[src/rtl/skid_pipe_stage_pkg.sv]
// Shared definitions for valid/ready pipeline stages: state encoding and handshake helpers.
package skid_pipe_stage_pkg;

  localparam int unsigned STATE_W   = 2;
  localparam int unsigned DEF_WIDTH = 8;

  // Stage occupancy doubles as the state encoding; 2'd3 is never legal.
  typedef enum logic [STATE_W-1:0] {
    ST_EMPTY = 2'd0,
    ST_BUSY  = 2'd1,
    ST_FULL  = 2'd2
  } state_t;

  // One side of a valid/ready handshake.
  typedef struct packed {
    logic valid;
    logic ready;
  } hs_t;

  // A beat moves across an interface when both sides agree.
  function automatic logic hs_fire(input hs_t hs);
    return hs.valid & hs.ready;
  endfunction

  // Number of entries held for a given state.
  function automatic logic [STATE_W-1:0] occ_of(input state_t st);
    return STATE_W'(st);
  endfunction

endpackage

[src/rtl/skid_pipe_stage_pipe_reg_en.sv]
// Payload register with load enable, async active-low reset and synchronous clear.
module pipe_reg_en
  import skid_pipe_stage_pkg::*;
#(
  parameter int unsigned WIDTH = DEF_WIDTH
) (
  input  logic             i_clk,
  input  logic             i_rst_n,
  input  logic             i_en,
  input  logic             i_clr,
  input  logic [WIDTH-1:0] i_d,
  output logic [WIDTH-1:0] o_q
);

  logic [WIDTH-1:0] r_q;

  // Clear wins over load so a flush always leaves the register at zero.
  always_ff @(posedge i_clk or negedge i_rst_n) begin
    if (!i_rst_n) begin
      r_q <= '0;
    end else if (i_clr) begin
      r_q <= '0;
    end else if (i_en) begin
      r_q <= i_d;
    end
  end

  assign o_q = r_q;

endmodule

[src/rtl/skid_pipe_stage.sv]
// Two-entry valid/ready skid stage with a fully registered upstream ready.
module skid_pipe_stage
  import skid_pipe_stage_pkg::*;
#(
  parameter int unsigned WIDTH = DEF_WIDTH
) (
  input  logic               CLK,
  input  logic               reset,
  input  logic               flush,
  input  logic               in_valid,
  output logic               in_ready,
  input  logic [WIDTH-1:0]   in_data,
  output logic               out_valid,
  input  logic               out_ready,
  output logic [WIDTH-1:0]   out_data,
  output logic [STATE_W-1:0] occupancy
);

  state_t           r_state;
  state_t           w_state_nxt;
  logic             r_in_ready;
  logic             r_out_valid;

  hs_t              w_in_hs;
  hs_t              w_out_hs;
  logic             w_accept;
  logic             w_send;

  logic             w_main_en;
  logic             w_main_from_skid;
  logic             w_skid_en;
  logic [WIDTH-1:0] w_main_d;
  logic [WIDTH-1:0] w_main_q;
  logic [WIDTH-1:0] w_skid_q;

  assign w_in_hs  = '{valid: in_valid,    ready: r_in_ready};
  assign w_out_hs = '{valid: r_out_valid, ready: out_ready};
  assign w_accept = hs_fire(w_in_hs);
  assign w_send   = hs_fire(w_out_hs);

  // Main refills from the skid entry when draining FULL, otherwise straight from the producer.
  assign w_main_d = w_main_from_skid ? w_skid_q : in_data;

  // Next-state and register-load decode; flush overrides every transition.
  always_comb begin
    w_state_nxt      = r_state;
    w_main_en        = 1'b0;
    w_main_from_skid = 1'b0;
    w_skid_en        = 1'b0;

    case (r_state)
      ST_EMPTY: begin
        if (w_accept) begin
          w_state_nxt = ST_BUSY;
          w_main_en   = 1'b1;
        end
      end
      ST_BUSY: begin
        if (w_accept && !w_send) begin
          w_state_nxt = ST_FULL;
          w_skid_en   = 1'b1;
        end else if (w_accept && w_send) begin
          w_state_nxt = ST_BUSY;
          w_main_en   = 1'b1;
        end else if (w_send) begin
          w_state_nxt = ST_EMPTY;
        end
      end
      ST_FULL: begin
        if (w_send) begin
          w_state_nxt      = ST_BUSY;
          w_main_en        = 1'b1;
          w_main_from_skid = 1'b1;
        end
      end
      default: begin
        w_state_nxt = ST_EMPTY;
      end
    endcase

    if (flush) begin
      w_state_nxt      = ST_EMPTY;
      w_main_en        = 1'b0;
      w_main_from_skid = 1'b0;
      w_skid_en        = 1'b0;
    end
  end

  // State plus registered ready/valid, both derived from the next state.
  always_ff @(posedge CLK or negedge reset) begin
    if (!reset) begin
      r_state     <= ST_EMPTY;
      r_in_ready  <= 1'b1;
      r_out_valid <= 1'b0;
    end else begin
      r_state     <= w_state_nxt;
      r_in_ready  <= (w_state_nxt != ST_FULL);
      r_out_valid <= (w_state_nxt != ST_EMPTY);
    end
  end

  pipe_reg_en #(
    .WIDTH (WIDTH)
  ) u_main (
    .i_clk   (CLK),
    .i_rst_n (reset),
    .i_en    (w_main_en),
    .i_clr   (flush),
    .i_d     (w_main_d),
    .o_q     (w_main_q)
  );

  pipe_reg_en #(
    .WIDTH (WIDTH)
  ) u_skid (
    .i_clk   (CLK),
    .i_rst_n (reset),
    .i_en    (w_skid_en),
    .i_clr   (flush),
    .i_d     (in_data),
    .o_q     (w_skid_q)
  );

  assign in_ready  = r_in_ready;
  assign out_valid = r_out_valid;
  assign out_data  = w_main_q;
  assign occupancy = occ_of(r_state);

endmodule

[config.mk]
export PLATFORM = sky130hd
export DESIGN_NAME = skid_pipe_stage
export DESIGN_NICKNAME = d
export VERILOG_FILES = /design/src/rtl/skid_pipe_stage_pkg.sv /design/src/rtl/skid_pipe_stage_pipe_reg_en.sv /design/src/rtl/skid_pipe_stage.sv
export SDC_FILE = /design/constraint.sdc
export NUM_CORES = 1
export LEC_CHECK = 0
export CAP_MARGIN = 10
export CORE_MARGIN = 2
export CORE_UTILIZATION = 51
export DETAILED_ROUTE_END_ITERATION = 10
export GPL_TIMING_DRIVEN = 0
export PLACE_DENSITY = 0.9
export SYNTH_ARGS = -nofsm -noshare
export SYNTH_HDL_FRONTEND = slang
export SYNTH_SLANG_ARGS = --single-unit
[constraint.sdc]
create_clock -name CLK -period 2.57 [get_ports CLK]
set_input_delay 0.771 -clock CLK [delete_from_list [all_inputs] [get_ports CLK]]
set_output_delay 0.771 -clock CLK [all_outputs]
set_load 0.02 [all_outputs]
==> summary.md <==
| Metric | Value |
|---|---|
| Die width | about 48 um |
| Area contributors post-synth | dfrtp_1, mux2i_1, nor2_1 |
| I/O Buffers | 23 |
| Yosys top cell area share | 0.483 |
| Vias per cell | 5.39 |
| Crit path DAT | 1.48 ns |
| Synth Net Count | 98 |
| Global route overflow | 0 |
| Share of layout cells above drive strength 1 | 0.125 |
| Slew Limit Fails | 0 |
| Post-Syn Area | ~980 um2 |
| Resized cells post-CTS | 0 |
| DIE HEIGHT | 47.9 um |
| Crit path max-delay cell type | clkdlybuf4s50_1 |
| Fill count | around 150 |
| Final #Nets | about 130 |
| Setup TNS | 0 ns |
| CP delay by family, top | buffers and inverters |
| Layout Cells excl Fill | 137 |
| Crit path cell chain | clkdlybuf4s50_1 |
| DP Wirelength | 1.40 mm |
| Yosys cell types | 25 |
| First-pass GRT wire length | 2.94 mm |
| Syn Inst Count | 85 |
| Worst Setup End Kind | output port |
| Diodes inserted | 0 |
| I/O pin total | 25 |
| CTS tree | built |
| Syn Area/Cell | 11.6 um2 |
| Initial Util | 0.557 |
| Final WL | 1.94 mm |
| Cells after DPL | 133 |
| Status | complete, no violations |
| Gpl congestion | 0.769 |
| Final setup vio count | 0 |
| Initial drt markers | 3 |
| Largest net degree at the start of global routing | 21 |
| Global Route Usage Sum | 0.192 |
| Final ANT Viol Nets | 0 |
| Number of remaining DRC errors | 0 |
| Total number of vias | 739 |
| Normalized max-slew margin | 0.416 |
| Min-delay worst type | reg -> reg |
| Number of global-route vias before repair | 676 |
| Hold_ws | 0.531 ns |
| Crit share post-route | 0.877 |
| Site Rows | 15 |
| Final worst clock skew | 0.00595 ns |
| Number of setup buffers added after CTS | 0 |
| Worst slew pin tran | 0.874 ns |
| Max rail drop VDD | 0.349 mV |
| Worst skew pair latency | about 0.30 ns |
| Core area | 0.00176 mm2 |
| CTS Buf Count | 3 |
| CP peak stage delay | 0.61 ns |
| Synth Register Bits | 20 |
| Leading area contributor after synthesis | dfrtp_1 |
| Startpoint Class | flip-flop |
| Final Core Density | 0.721 |
| Final Critical Period | 2.26 ns |
| Area Growth Syn to Fin | 29.3% |
| CTS Buffer Depth | 2 |
| Yosys warning count | 0 |
| Max Cap Viol | 0 |
| Clock slew at the register clock pins of the worst setup and hold paths | approximately 0.11 ns |
| Fmax achieved | 0.443 GHz |
| Antenna violations before repair | 0 |
| Leak pwr | 0.000646 uW |
| Critical path class | reg -> out |
| Num Clock Sinks | 20 |
| Hold buffers post-CTS | 0 |
| Crit-path max FO | 5 |
| DIE AREA | 0.00230 mm2 |
| RSZ-0062 raised after global routing | no |
| Critical path buffer and inverter count | 1 |
| Post-DR wirelength/cell | 14.1 um |
| Final Hold Vio Count | 0 |
| Critical path data required time | 1.80 ns |
| Sequential share of the synthesized area | 0.510 |
| Clock root cell | clkbuf_4 |
| H-tree depth | 1 |
| First-pass iteration count of the detailed router | 4 |
| PD cells | 572 mW/mm2 |
[path summary, 6_finish.rpt]
kind | from | endpoint | slack [ns] | depth (start not counted)
setup / recovery | in_ready$_DFF_PN1_ | in_ready | 0.31 | 1
hold / removal | u_skid.o_q[3]$_DFFE_PN0P_ | u_skid.o_q[3]$_DFFE_PN0P_ | 0.53 | 2
setup reg to reg | in_ready$_DFF_PN1_ | u_main.o_q[4]$_DFFE_PN0P_ | 1.04 | 5
hold reg to reg | u_skid.o_q[3]$_DFFE_PN0P_ | u_skid.o_q[3]$_DFFE_PN0P_ | 0.53 | 2
max in group asynchronous | reset | u_main.o_q[7]$_DFFE_PN0P_ | 1.08 | 1
min in group asynchronous | reset | occupancy[0]$_DFF_PN0_ | 0.96 | 1
[cell families after synthesis]
| group | share of synthesized area |
|---|---|
| AOI/OAI and AO/OA | 0.136 |
| muxes | 0.163 |
| and+or+nand+nor | 0.140 |
| buffers and inverters | 0.0509 |
| DFF | 0.510 |
[through the flow]
| step | setup slack, ns | total power [uW] | instance area, um2 |
|---|---|---|---|
| 4_1_cts | 0.308 | 730 | 1270 |
| 2_1_floorplan | 0.946 | 488 | 983 |
| 5_1_grt | 0.263 | 757 | 1270 |
| 6_report | 0.315 | 727 | 1270 |
| 3_5_place_dp | 0.270 | 578 | 1240 |
| 3_3_place_gp | 0.344 | 571 | 1240 |
[power by group]
group          switching (uW)  internal (uW)  leakage, uW
Clock                    95.4           60.5    0.0000150
Combinational             103            104     0.000365
Sequential               21.7            343     0.000265
[final cells by class]
type	count	area (um2)	area share
multi-input cells	59	432	0.340
clock buffers	4	26.3	0.0207
well taps	25	31.3	0.0246
repair buffers	23	230	0.181
flip-flops and latches	20	502	0.395
inverters	1	3.75	0.00295
plain buffers	5	46.3	0.0364
[cell usage after synthesis]
cell,n
nor2_2,2
dfrtp_1,19
a21oi_1,2
nor2_1,15
mux2i_1,16
dfstp_2,1
o211ai_4,1
o21ba_2,1
buf_12,1
nand4b_1,1
a21o_1,1
nand4_1,1
nor2b_1,1
a211oi_1,6
clkbuf_1,2
nand2_1,4
o21bai_1,2
nand4bb_1,1
buf_4,1
nand3_1,1
and3_1,1
and3b_2,1
buf_6,1
a211oi_2,2
inv_1,1
[layout by cell type (no fill, tap or decap), drive strengths merged]
cell type      count
nor2b              1
nand2              4
nand4              1
mux2i             16
buf                3
clkdlybuf4s50     23
clkbuf             6
o21ba              1
a21o               1
dfstp              1
and3               1
inv                1
o21bai             2
nor2              17
o211ai             1
nand4bb            1
dfrtp             19
a211oi             8
nand3              1
nand4b             1
a21oi              2
and3b              1
[flip-flops by register name, indices dropped and copies added, names as in the netlist]
signal and cells:
u_main.o_q 8, in_ready 1, occupancy 2, out_valid 1
u_skid.o_q 8
[layer usage]
| metal | vias up | track usage | wire length (um) |
|---|---|---|---|
| met4 | 0 | 0.0811 | 29 |
| li1 | 359 | - | - |
| met2 | 30 | 0.331 | 967 |
| met3 | 4 | 0.0528 | 109 |
| met1 | 346 | 0.224 | 831 |
| met5 | - | 0 | 0 |
(Power assumes the default switching activity.)
